--- config.mk ---
export PLATFORM = sky130hd
export DESIGN_NAME = clock_div_bank
export DESIGN_NICKNAME = d
export VERILOG_FILES = /design/src/rtl/clock_div_pkg.sv /design/src/rtl/clock_div_ch.sv /design/src/rtl/clock_div_bank.sv
export SDC_FILE = /design/constraint.sdc
export NUM_CORES = 1
export LEC_CHECK = 0
export CAP_MARGIN = 25
export CORE_UTILIZATION = 45
export CTS_CLUSTER_DIAMETER = 150
export DETAILED_ROUTE_END_ITERATION = 8
export MAX_ROUTING_LAYER = met4
export PLACE_DENSITY = 0.69
export REMOVE_ABC_BUFFERS = 1
export SYNTH_ARGS = -nofsm -noshare
export SYNTH_HDL_FRONTEND = slang
export SYNTH_SLANG_ARGS = --single-unit
--- constraint.sdc ---
create_clock -name clk -period 6.95 [get_ports clk]
set_clock_uncertainty 0.05 [all_clocks]
set_input_delay 1.7375 -clock clk [delete_from_list [all_inputs] [get_ports clk]]
set_output_delay 1.7375 -clock clk [all_outputs]
set_load 0.05 [all_outputs]
--- src/rtl/clock_div_pkg.sv ---
// Shared defaults and channel-state layout for the programmable clock divider bank.
package clock_div_pkg;

  localparam int unsigned DEF_CNT_W = 16;
  localparam int unsigned DEF_DIV   = 16384;

  // Channel state at the default counter width.
  typedef struct packed {
    logic [DEF_CNT_W-1:0] div;
    logic [DEF_CNT_W-1:0] cnt;
    logic [DEF_CNT_W-1:0] pend_div;
    logic                 pend;
  } ch_state_t;

endpackage

--- src/rtl/clock_div_ch.sv ---
// One divider channel: wrap counter, pending-divisor register, registered tick and clk_out.
module clock_div_ch
  import clock_div_pkg::*;
#(
  parameter int unsigned CNT_W   = DEF_CNT_W,
  parameter int unsigned RST_DIV = DEF_DIV
) (
  input  logic             clk,
  input  logic             rst,
  input  logic             en,
  input  logic             sync_clear,
  input  logic             load,
  input  logic [CNT_W-1:0] load_div,
  output logic             tick,
  output logic             clk_out,
  output logic             pend
);

  typedef struct packed {
    logic [CNT_W-1:0] div;
    logic [CNT_W-1:0] cnt;
    logic [CNT_W-1:0] pend_div;
    logic             pend;
  } state_t;

  localparam logic [CNT_W-1:0] ONE = CNT_W'(1);
  localparam logic [CNT_W-1:0] TWO = CNT_W'(2);

  state_t st, st_n;
  logic   tick_n, clk_out_n;
  logic   wrap;

  assign wrap = (st.cnt == st.div - ONE);
  assign pend = st.pend;

  always_ff @(posedge clk or posedge rst) begin
    if (rst) begin
      st      <= '{div: CNT_W'(RST_DIV), cnt: '0, pend_div: '0, pend: 1'b0};
      tick    <= 1'b0;
      clk_out <= 1'b0;
    end else begin
      st      <= st_n;
      tick    <= tick_n;
      clk_out <= clk_out_n;
    end
  end

  always_comb begin
    st_n      = st;
    tick_n    = 1'b0;
    clk_out_n = clk_out;
    if (sync_clear) begin
      st_n.cnt  = '0;
      st_n.pend = 1'b0;
      clk_out_n = 1'b0;
      if (load)         st_n.div = load_div;
      else if (st.pend) st_n.div = st.pend_div;
    end else if (st.div == '0) begin
      // Disabled: a load takes effect at once, nothing is left pending.
      st_n.cnt  = '0;
      clk_out_n = 1'b0;
      if (load) st_n.div = load_div;
    end else if (!en) begin
      if (load) begin
        st_n.pend_div = load_div;
        st_n.pend     = 1'b1;
      end
    end else begin
      if (wrap) begin
        st_n.cnt  = '0;
        st_n.pend = 1'b0;
        tick_n    = 1'b1;
        if (load)         st_n.div = load_div;
        else if (st.pend) st_n.div = st.pend_div;
      end else begin
        st_n.cnt = st.cnt + ONE;
        if (load) begin
          st_n.pend_div = load_div;
          st_n.pend     = 1'b1;
        end
      end
      clk_out_n = (st.div >= TWO) && (st_n.cnt >= (st.div >> 1));
    end
  end

endmodule

--- src/rtl/clock_div_bank.sv ---
// Bank of NUM_CH runtime-programmable clock dividers with a shared valid/ready divisor-load port.
module clock_div_bank
  import clock_div_pkg::*;
#(
  parameter int unsigned NUM_CH      = 4,
  parameter int unsigned CNT_W       = DEF_CNT_W,
  parameter int unsigned DEFAULT_DIV = DEF_DIV,
  parameter int unsigned CH_W        = (NUM_CH > 1) ? $clog2(NUM_CH) : 1
) (
  input  logic              clk,
  input  logic              rst,
  input  logic              en,
  input  logic              sync_clear,
  input  logic              cfg_valid,
  output logic              cfg_ready,
  input  logic [CH_W-1:0]   cfg_ch,
  input  logic [CNT_W-1:0]  cfg_div,
  output logic [NUM_CH-1:0] tick,
  output logic [NUM_CH-1:0] clk_out
);

  logic [NUM_CH-1:0] pend;
  logic              ch_valid;
  logic              accept;

  // Out-of-range channel numbers only exist when NUM_CH is not a power of two.
  if ((2 ** CH_W) > NUM_CH) begin : g_range
    assign ch_valid = (32'(cfg_ch) < NUM_CH);
  end else begin : g_full
    assign ch_valid = 1'b1;
  end

  assign cfg_ready = ch_valid ? !pend[cfg_ch] : 1'b1;
  assign accept    = cfg_valid && cfg_ready;

  for (genvar i = 0; i < NUM_CH; i++) begin : g_ch
    clock_div_ch #(
      .CNT_W   (CNT_W),
      .RST_DIV (DEFAULT_DIV)
    ) u_ch (
      .clk        (clk),
      .rst        (rst),
      .en         (en),
      .sync_clear (sync_clear),
      .load       (accept && (32'(cfg_ch) == 32'(i))),
      .load_div   (cfg_div),
      .tick       (tick[i]),
      .clk_out    (clk_out[i]),
      .pend       (pend[i])
    );
  end

endmodule

==> Yosys cells after proc, flatten, opt, wreduce, memory -nomap -nowiden <==
Index checks and enable logic that the tools add are counted.
{ "word_totals": {"wordCells": 194, "ff_bits": 204, "input_bits": 23, "output_inout_bits": 9} }
{ "classes": {"add_sub_neg": 8, "eq_ne": 19, "n_lt_le_gt_ge": 9, "n_bitwise": 5, "mux": 98, "reduce_logical": 31} }
{ "ops": {"columns": ["operator", "n"], "rows": [
  ["$mux 16", 36],
  ["$mux 32", 12],
  ["$mux 17", 8],
  ["$add 16x1->16 const B", 4],
  ["$eq 16x16->1", 4],
  ["$ge 16x15->1", 4],
  ["$ge 16x2->1 const B", 4],
  ["$logic_not 16->1", 4],
  ["$sub 16x1->16 const B", 4],
  ["$mux 1", 41],
  ["$reduce_and 3->1", 8],
  ["$reduce_bool 3->1", 8],
  ["$ne 2x2->1 const B", 8],
  ["$ne 3x2->1 const B", 4],
  ["$logic_and 1x1->1", 9],
  ["$not 1->1", 5],
  ["$eq 2x2->1 const B", 2],
  ["$lt 2x3->1 const B", 1],
  ["$bmux 1 s2", 1],
  ["$eq 2x1->1 const B", 1],
  ["$logic_not 2->1", 1],
  ["$logic_not 1->1", 1]
]} }

==> Logic depth before layout (Yosys ltp) <==
{ "logic_depth": {"word_depth": 11, "mapped_depth": 20, "depth_no_buf": 18} }

==> Hierarchy <==
From an unflattened synthesis, not the netlist that was laid out.
{ "hier_totals": {"cells_unflattened": 1707, "hier_area_um2": 15588.7} }
{ "by_module_without_submodules": {"columns": ["mod", "instances", "seq_area_each_um2", "cells_each", "area_per_inst_um2"], "rows": [
  ["clock_div_ch", 4, 1277.5, 425, 3881.2],
  ["clock_div_bank", 1, 0.0, 7, 63.8]
]} }

==> Worst setup path after synthesis <==
Ideal clock, no wire load.
{ "synth_timing": {"path_type": "input port to output port", "start": "input cfg_ch[1]", "end": "output cfg_ready", "setup_slack_ns": 1.777, "arrival_ns": 3.385, "required_time_ns": 5.162, "path_buffers": 1, "path_stages": 3, "path_cell_list": "clkbuf_1 -> mux2_2 -> o21ai_0"} }
{ "synth_between": {"elab_chain_cells": 3} }
{ "synth_lines": {"columns": ["item", "line", "text"], "rows": [
  ["start: declaration", "clock_div_bank.sv:16", "input logic [CH_W-1:0] cfg_ch,"],
  ["$bmux 1 s2", "clock_div_bank.sv:33", "assign cfg_ready = ch_valid ? !pend[cfg_ch] : 1'b1;"],
  ["$mux 1 (implied by the code)", "clock_div_bank.sv:33", null],
  ["$logic_not 1->1", "clock_div_bank.sv:33", null],
  ["end: declaration", "clock_div_bank.sv:15", "output logic cfg_ready,"]
]} }
No other way between the ends. The select of a mux whose other input is x is not followed.

==> Worst setup path after layout <==
Ends and elaborated chain as after synthesis.

==> flow_summary.yaml <==
status:
  outcome: "completed"
run:
  timing.max_cap.violations: 0
logic_synthesis:
  synthDistinctLibCells: 90
  synth_top_area_share: 0.335
  yosys-top-cells-count: "dfrtp_1, nor2_1, a21oi_1"
  ys_seq_area_frac: 0.342
  synth.avg_cell_area_sq_um: 9.04
  synthCells: 1652
  synth-edff-count: 0
  ys_ff_latch: 204
  yosysMostFrequentCell: "dfrtp_1"
  yosys_warnings: 0
  synth_top_flop_cell: "dfrtp_1"
  synthArstFlopShare: 1.00
  syn_area_sq_mm: 0.0149
  synth_area_leaders: "dfrtp_1, ha_1, xnor2_1"
  synth_top_area_cell: "dfrtp_1"
grt:
  grt_use_total: 0.227
  overflow: 0
  grt_first_pass_wirelength_mm: 61.0
  grt_pass1_vias: 11914
  antenna_found_initial: 2
  grt_max_degree: 127
sta:
  tightestPinTransition_ns: 1.09
  hold_viol_final: 0
  relSlewSlack: 0.269
  rsz0062_at_grt: "no"
  finalSetupViolations: 0
  min_period_ns: 5.82
  fmax_ghz: 0.172
  hold_ws_ns: 0.445
  drv_slew: 0
  fin_tns_setup_ns: 0
  finalCritPeriodShare: 0.838
clock_tree:
  cts_setup_buffers: 0
  clock_sinks: 204
  clock_path_buffers: 3
  h-tree-depth: 1
  cts_tree: "built"
  cts.repair.resized: 0
  clk_pin_slew_ns: 0.06
  insertion_delay_ns: 0.53
  cts_hold_buffers: 0
  cts_root_buf: "clkbuf_16"
  cts_buffers: 24
hold_path:
  whs_path_depth: 1
  hold_path_class: "register to register"
place:
  dpl_cell_area_sq_mm: 0.0153
  numPortBuffers: 31
  dp_hpwl_mm: 25.4
  gp_congestion: 0.902
setup_path:
  crit_arrival_ns: 4.04
  crit_type: "input port to output port"
  end_kind: "output port"
  r2r_slack_ns: 1.73
  startpoint_type: "input port"
  path_max_fanout: 7
  cp.required_ns: 5.16
  reg2regPathDepth: 19
detailed_routing:
  routed_wl_mm: 36.9
  drc: 0
  vias: 12276
  drtAntennaViolNets: 0
  via_per_inst: 5.99
  routedWlPerCell_um: 18.0
  drtIter0Drc: 766
  first_pass_iters: 5
layout:
  area_growth_pct: 7.84
  nets: 1685
  stdcell_area_sq_mm: 0.0161
  layout-drive-gt1-share: 0.108
die:
  ios: 32
  die_h_um: 184
  dieWidth_um: 184
  initial_core_util: 0.458
  fp-row-count: 66
  core_area_sq_mm: 0.0326
  die-area_sq_mm: 0.0339
power:
  p_per_area_mw_per_mm2: 248
  p_leak_nw: 6.92
  ir_drop_mv: 0.187
-- final timing paths --
kind	startpoint	to
min	g_ch[1].u_ch.st[7]$_DFFE_PP0P_	g_ch[1].u_ch.st[7]$_DFFE_PP0P_
max in group asynchronous	rst	g_ch[0].u_ch.st[47]$_DFFE_PP1P_
max reg2reg	g_ch[2].u_ch.st[34]$_DFFE_PP0P_	g_ch[2].u_ch.clk_out$_DFFE_PP0P_
min reg2reg	g_ch[1].u_ch.st[7]$_DFFE_PP0P_	g_ch[1].u_ch.st[7]$_DFFE_PP0P_
min in group asynchronous	rst	g_ch[2].u_ch.tick$_DFF_PP0_
max	cfg_ch[1]	cfg_ready
-- state kept, by name, summed over array words and instances (netlist names) --
register,flops
g_ch.u_ch.pend,4
g_ch.u_ch.clk_out,4
g_ch.u_ch.st,192
g_ch.u_ch.tick,4
-- stage by stage --
| step | util | setup WS, ns | power [mW] | std cells |
|---|---|---|---|---|
| CTS | 0.493 | 1.12 | 4.02 | 2045 |
| floorplan | - | -0.398 | 2.44 | 1515 |
| finish | 0.494 | 1.13 | 4.00 | 2051 |
| detailed placement | 0.469 | 1.12 | 2.75 | 2003 |
| global route | 0.494 | 1.12 | 4.23 | 2050 |
| global placement | 0.468 | 1.08 | 2.70 | 2000 |
-- worst max-delay path: stages --
cell	delay [ns]
clkdlybuf4s50_1	0.63
mux2_2	0.37
o21ai_0	0.40
clkdlybuf4s50_1	0.90
-- cell type report --
cell class	count	area [sq um]
flip-flops and latches	204	5110
repair buffers	49	448
well taps	442	553
multi-input cells	1238	8930
clock inverters	11	85.1
inverters	73	282
clock buffers	31	688
fillers	3045	16500
diodes	3	7.51
-- per-layer routing --
metal	wire (um)	global-route usage	vias up
li1	-	-	5898
met1	17700	0.307	6095
met2	17000	0.360	234
met3	1530	0.0318	49
met4	692	0.0540	0
met5	0	-	-
-- cells by family (layout without fill, tap and decap cells) --
family / count (synthesis) / in the layout / synth area share
and+or+nand+nor: 573 / 573 / 0.221
AOI/OAI and AO/OA: 385 / 385 / 0.181
buffers and inverters: 210 / 164 / 0.0602
DFF: 204 / 204 / 0.342
xor gates and xnor gates: 136 / 136 / 0.0798
adders and majority gates: 72 / 72 / 0.0603
muxes: 72 / 72 / 0.0563
other: 0 / 3 / 0
-- power by group --
part           total, mW  internal [mW]  switching, mW
logic               1.08          0.514          0.569
registers           1.66           1.40          0.265
clock network       1.25          0.731          0.522
total               4.00           2.64           1.36
-- cell usage in the layout (no fill, tap or decap), drive strengths merged, types with 18 or more instances in the layout --
cell	count
dfrtp	200
buf	19
clkbuf	31
nor2	120
xor2	55
or4	18
clkdlybuf4s50	30
o21ai	77
inv	73
nor4	29
nand2b	31
mux2	66
nand4	18
nand3	61
a21oi	99
nor3	39
ha	72
o22ai	25
and3	75
a2bb2oi	31
nand2	52
nand3b	51
xnor2	81
(Power assumes the default switching activity.)
